$ cat config.mk
export PLATFORM = sky130hd
export DESIGN_NAME = lib_switch_allocator_rr
export DESIGN_NICKNAME = d
export VERILOG_FILES = /design/src/rtl/lib_switch_allocator_rr.sv
export SDC_FILE = /design/constraint.sdc
export NUM_CORES = 1
export LEC_CHECK = 0
export CAP_MARGIN = 20
export CORE_ASPECT_RATIO = 1.25
export CORE_MARGIN = 10
export CORE_UTILIZATION = 60
export DETAILED_ROUTE_END_ITERATION = 16
export PLACE_DENSITY = 0.81
export SYNTH_ARGS = -nofsm -noshare
export SYNTH_HDL_FRONTEND = slang
export SYNTH_SLANG_ARGS = --single-unit
$ cat constraint.sdc
create_clock -name clk -period 7.9 [get_ports clk]
set_clock_uncertainty 0.15 [all_clocks]
set_input_delay 0.79 -clock clk [delete_from_list [all_inputs] [get_ports clk]]
set_output_delay 0.79 -clock clk [all_outputs]
set_load 0.02 [all_outputs]
$ cat src/rtl/lib_switch_allocator_rr.sv
// Per-output round-robin switch allocator feeding a one-hot crossbar; optional registered outputs via LIB_ALLOC_REG_OUT_EN.
// Latency: 0 cycles (combinational) by default, 1 cycle when LIB_ALLOC_REG_OUT_EN is defined.
// Backpressure: i_en[m]=0 idles output m and leaves its pointer untouched; ce=0 freezes all state.
module lib_switch_allocator_rr #(
  parameter int N = 5,
  parameter int M = 5
) (
  input  logic                    clk,
  input  logic                    reset,
  input  logic                    ce,
  input  logic [N-1:0][M-1:0]     i_req,
  input  logic [M-1:0]            i_en,
  output logic [M-1:0][N-1:0]     o_sel,
  output logic [N-1:0]            o_grant
);

  localparam int PW = (N > 1) ? $clog2(N) : 1;

  logic [M-1:0][PW-1:0] ptr;
  logic [N-1:0][M-1:0]  eff_req;
  logic [M-1:0][N-1:0]  sel_c;
  logic [N-1:0]         grant_c;
  logic [M-1:0]         win_vld;
  logic [M-1:0][PW-1:0] win_idx;

  // Malformed multi-hot requests collapse to their lowest-index output.
  always_comb begin
    eff_req = '0;
    for (int j = 0; j < N; j++) begin
      eff_req[j] = i_req[j] & (~i_req[j] + M'(1));
    end
  end

  // Search starts at the pointer and wraps; first requester found wins.
  always_comb begin
    int idx;
    idx     = 0;
    sel_c   = '0;
    win_vld = '0;
    win_idx = '0;
    for (int m = 0; m < M; m++) begin
      if (i_en[m]) begin
        for (int k = 0; k < N; k++) begin
          idx = int'(ptr[m]) + k;
          if (idx >= N) idx = idx - N;
          if (!win_vld[m] && eff_req[idx][m]) begin
            win_vld[m]      = 1'b1;
            win_idx[m]      = PW'(idx);
            sel_c[m][idx]   = 1'b1;
          end
        end
      end
    end
  end

  always_comb begin
    grant_c = '0;
    for (int m = 0; m < M; m++) begin
      grant_c = grant_c | sel_c[m];
    end
  end

  // The winner moves to lowest priority on its output; idle outputs keep their pointer.
  always_ff @(posedge clk) begin
    if (reset) begin
      ptr <= '0;
    end else if (ce) begin
      for (int m = 0; m < M; m++) begin
        if (win_vld[m]) begin
          ptr[m] <= (win_idx[m] == PW'(N - 1)) ? '0 : win_idx[m] + PW'(1);
        end
      end
    end
  end

`ifdef LIB_ALLOC_REG_OUT_EN
  logic [M-1:0][N-1:0] sel_q;
  logic [N-1:0]        grant_q;

  always_ff @(posedge clk) begin
    if (reset) begin
      sel_q   <= '0;
      grant_q <= '0;
    end else if (ce) begin
      sel_q   <= sel_c;
      grant_q <= grant_c;
    end
  end

  assign o_sel   = sel_q;
  assign o_grant = grant_q;
`else
  assign o_sel   = sel_c;
  assign o_grant = grant_c;
`endif

endmodule

==> metrics.txt <==
# TYPE chip_impl_metric gauge
chip_impl_metric{name="synthDominantCellAreaShare",unit="%"} 9.36
chip_impl_metric{name="seq_area_frac_synth",unit="%"} 3.16
chip_impl_metric{name="clk_pin_slew",unit="ns"} 0.06
chip_impl_metric{name="cts_htree_levels",unit=""} 1
chip_impl_info{name="top_regs",value="ptr (15)"} 1
chip_impl_info{name="final_common_cell",value="sky130_fd_sc_hd__nor2_1"} 1
chip_impl_metric{name="critical_path.max_fanout",unit=""} 27
chip_impl_info{name="largest_register",value="ptr"} 1
chip_impl_metric{name="power.share.combinational",unit="%"} 93.0
chip_impl_metric{name="asr_flop_ratio_synth",unit="%"} 0
chip_impl_metric{name="switching_power_of_the_nets",unit="W"} 0.00205
chip_impl_metric{name="drv_cap",unit=""} 0
chip_impl_metric{name="hold_fix_buffers_at_cts",unit=""} 0
chip_impl_metric{name="place_congestion",unit=""} 1.13
chip_impl_info{name="cts_tree",value="built"} 1
chip_impl_metric{name="final_net_count",unit=""} 1480
chip_impl_metric{name="die_h",unit="um"} 161
chip_impl_metric{name="drc",unit=""} 0
chip_impl_metric{name="drt_first_iter_violations",unit=""} 1568
chip_impl_metric{name="areal_power_density_over_the_cells",unit="mW/mm2"} 335
chip_impl_metric{name="drt-wirelength-per-cell",unit="um"} 22.1
chip_impl_metric{name="wire_length_of_the_first_global_routing_pass",unit="um"} 55600
chip_impl_info{name="most-common-layout-cells",value="109 x sky130_fd_sc_hd__nor2_1, 100 x sky130_fd_sc_hd__nand2_1, 76 x sky130_fd_sc_hd__o21ai_0, 73 x sky130_fd_sc_hd__a21oi_1, 71 x sky130_fd_sc_hd__ha_1"} 1
chip_impl_metric{name="vias",unit=""} 11400
chip_impl_metric{name="areaGrowthSynthToFinish",unit="%"} 6.93
chip_impl_metric{name="fp-row-count",unit=""} 51
chip_impl_metric{name="ioPinCount",unit=""} 63
chip_impl_metric{name="cts_resized",unit=""} 0
chip_impl_metric{name="first_global_vias",unit=""} 10500
chip_impl_metric{name="seqPwrFrac",unit="%"} 3.7
chip_impl_metric{name="timing_hold_violations_final",unit=""} 0
chip_impl_info{name="outcome",value="complete, no violations"} 1
chip_impl_info{name="endpoint_class_of_the_critical_path",value="output pin"} 1
chip_impl_metric{name="layout_setup_ws",unit="ns"} 1.26
chip_impl_metric{name="io_buffers",unit=""} 62
chip_impl_info{name="crit_type",value="reg -> out"} 1
chip_impl_metric{name="internal_power",unit="W"} 0.00135
chip_impl_metric{name="timing_worst_slew_pin_value",unit="ns"} 0.914
chip_impl_info{name="synth_top_cell_by_area",value="sky130_fd_sc_hd__ha_1"} 1
chip_impl_metric{name="route.final.wire_length",unit="um"} 35000
chip_impl_metric{name="dp_worst_setup_slack",unit="ns"} 1.71
chip_impl_metric{name="leakage_power_figure",unit="nW"} 3.89
chip_impl_metric{name="grt_antenna_before_repair",unit=""} 0
chip_impl_metric{name="max-vdd-ir-drop",unit="mV"} 0.268
chip_impl_metric{name="finalWorstPathRequiredPeriod",unit="ns"} 6.64
chip_impl_metric{name="headroom_to_the_max_slew_limit",unit="%"} 37.5
chip_impl_metric{name="switching_share",unit="%"} 60.4
chip_impl_metric{name="yosysUniqueCellTypes",unit=""} 114
chip_impl_metric{name="ys_warn_count",unit=""} 0
chip_impl_metric{name="clockPowerShare",unit="%"} 3.2
chip_impl_metric{name="grtUsageTotal",unit="%"} 30.8
chip_impl_metric{name="count_of_mapped_cells_out_of_synthesis",unit=""} 1376
chip_impl_metric{name="dieWidth",unit="um"} 133
chip_impl_metric{name="initial_core_util",unit="%"} 61.0
chip_impl_metric{name="postSynthAreaPerCell",unit="um2"} 6.90
chip_impl_metric{name="largest_register_ffs",unit=""} 15
chip_impl_metric{name="clock_insertion_delay_worst_skew",unit="ns"} 0.25
chip_impl_metric{name="part_of_the_cycle_the_worst_path_needs",unit="%"} 84.0
chip_impl_metric{name="arrival_time_of_the_worst_setup_path",unit="ns"} 5.70
chip_impl_metric{name="achievable-frequency",unit="MHz"} 151
chip_impl_metric{name="drive_above_1_share",unit="%"} 8.03
chip_impl_metric{name="number_of_iterations_in_the_first_detailed_routing_pass",unit=""} 6
chip_impl_metric{name="floorplan.die_area",unit="mm2"} 0.0213
chip_impl_metric{name="dp_hpwl",unit="um"} 27400
chip_impl_info{name="grt_setup_unrepaired",value="no"} 1
chip_impl_metric{name="grt_max_degree",unit=""} 47
chip_impl_metric{name="clkSinkCount",unit=""} 15
chip_impl_metric{name="layout.core_utilization",unit="%"} 65.2
chip_impl_metric{name="cts_setup_buffers",unit=""} 0
chip_impl_metric{name="grt_overflow",unit=""} 0
chip_impl_metric{name="max-clock-path-buffers",unit=""} 2
chip_impl_metric{name="layout.filler_cells",unit=""} 1487
chip_impl_metric{name="vias_per_cell",unit=""} 7.23
chip_impl_info{name="timing.critical_path.from_type",value="flop"} 1
chip_impl_metric{name="timing_max_transition_violations_final",unit=""} 0
chip_impl_metric{name="placeableCoreArea",unit="mm2"} 0.0156
chip_impl_metric{name="cts_made_buffers",unit=""} 3
chip_impl_info{name="synthTopCellsByArea",value="sky130_fd_sc_hd__ha_1 9.4%, sky130_fd_sc_hd__mux2i_1 4.4%, sky130_fd_sc_hd__nor2_1 4.3%"} 1
chip_impl_info{name="cts.root.buffer_cell",value="sky130_fd_sc_hd__clkbuf_16"} 1
chip_impl_metric{name="post_synth_edffs",unit=""} 0
chip_impl_metric{name="number_of_register_bits_inferred_by_synthesis",unit=""} 15
chip_impl_metric{name="syn-cell-area",unit="mm2"} 0.00949
chip_impl_metric{name="drt.antenna.violating_nets",unit=""} 0
chip_impl_info{name="ys.flop_type",value="sky130_fd_sc_hd__dfxtp_1"} 1
chip_impl_metric{name="worst-endpoint-required",unit="ns"} 6.96
chip_impl_info{name="hp-class",value="reg -> reg"} 1
chip_impl_metric{name="mappedNetlistNets",unit=""} 1485
chip_impl_metric{name="setup_viol",unit=""} 0
chip_impl_metric{name="timing.setup.tns",unit="ns"} 0
==> critical path: stages, from the launching register on <==
cell and delay (ns):
sky130_fd_sc_hd__dfxtp_1 0.86, sky130_fd_sc_hd__inv_1 0.46, sky130_fd_sc_hd__ha_1 0.74, sky130_fd_sc_hd__inv_1 0.23, sky130_fd_sc_hd__nor3_1 0.22, sky130_fd_sc_hd__a31oi_1 0.08
sky130_fd_sc_hd__nor3_1 0.56, sky130_fd_sc_hd__or2_0 0.41, sky130_fd_sc_hd__nor4_1 0.14, sky130_fd_sc_hd__a31o_2 0.29, sky130_fd_sc_hd__a221o_1 0.34, sky130_fd_sc_hd__or4b_1 0.53
sky130_fd_sc_hd__clkdlybuf4s50_1 0.56
==> layout make-up <==
type | count | area (um2) | area share, %
multi-input cells | 1217 | 8570 | 84.4
repair buffers | 73 | 703 | 6.93
clock inverters | 1 | 5.00 | 0.0493
clock buffers | 3 | 75.1 | 0.739
diodes | 1 | 2.50 | 0.0246
flip-flops and latches | 15 | 300 | 2.96
inverters | 61 | 229 | 2.26
well taps | 212 | 265 | 2.61
==> final timing paths <==
path              startpoint         end  slack [ns]  cells after the start
setup / recovery     ptr[12]  o_grant[3]        1.26                     12
hold / removal       ptr[13]     ptr[13]        0.54                      2
hold reg to reg      ptr[13]     ptr[13]        0.54                      2
setup reg to reg     ptr[10]     ptr[11]        2.19                     16
==> metrics by stage <==
step | hold WS (ns) | power [W] | area (um2) | instances
global route | 0.598 | 0.00366 | 10100 | 1582
floorplan | 0.455 | 0.00243 | 9490 | 1376
detailed placement | 0.554 | 0.00318 | 10100 | 1578
CTS | 0.561 | 0.00330 | 10100 | 1582
finish | 0.542 | 0.00340 | 10200 | 1583
global placement | 0.546 | 0.00316 | 10100 | 1578
==> kinds of logic (layout without fill, tap and decap cells) <==
group	after synthesis	after routing	share of synthesized area, %
xor+xnor	23	23	2.20
buf+inv	144	138	6.55
other cells	0	1	0
fa+ha+maj	76	76	10.4
flops	15	15	3.16
simple gates	596	596	34.5
mux	56	56	6.75
compound gates	466	466	36.4
==> per-layer routing <==
layer	global-route usage (%)	part of all wire [%]
met1	39.3	40
met5	0	0
met3	5.27	10
met2	49.7	45
met4	13.3	5.0
==> power by group through the flow <==
stage	logic, W	registers [W]	clock network (W)
finish	0.00316	0.000127	0.000109
global route	0.00342	0.000130	0.000111
CTS	0.00307	0.000126	0.000108
detailed placement	0.00305	0.000128	0
global placement	0.00303	0.000127	0
floorplan	0.00230	0.000121	0
==> Yosys cell counts, drive strengths merged, types with 10 or more instances <==
master and n:
nand3 56, and3 18, clkbuf 41, nand2b 37, a211o 15, buf 42, nor2b 39, nor3b 13
ha 71, o21ai 78, a22oi 12, nor3 50, o211ai 19, mux2i 43, nor4b 11, nand4 17
a31oi 27, nand2 102, nor2 111, o22ai 12, a211oi 28, a21oi 80, o31a 11, and2 21
a2111oi 12, o31ai 10, nand3b 10, a21o 24, nor4 28, or2 22, or3 24, inv 60
xnor2 15, dfxtp 15
Power figures use the tool's default switching activity.
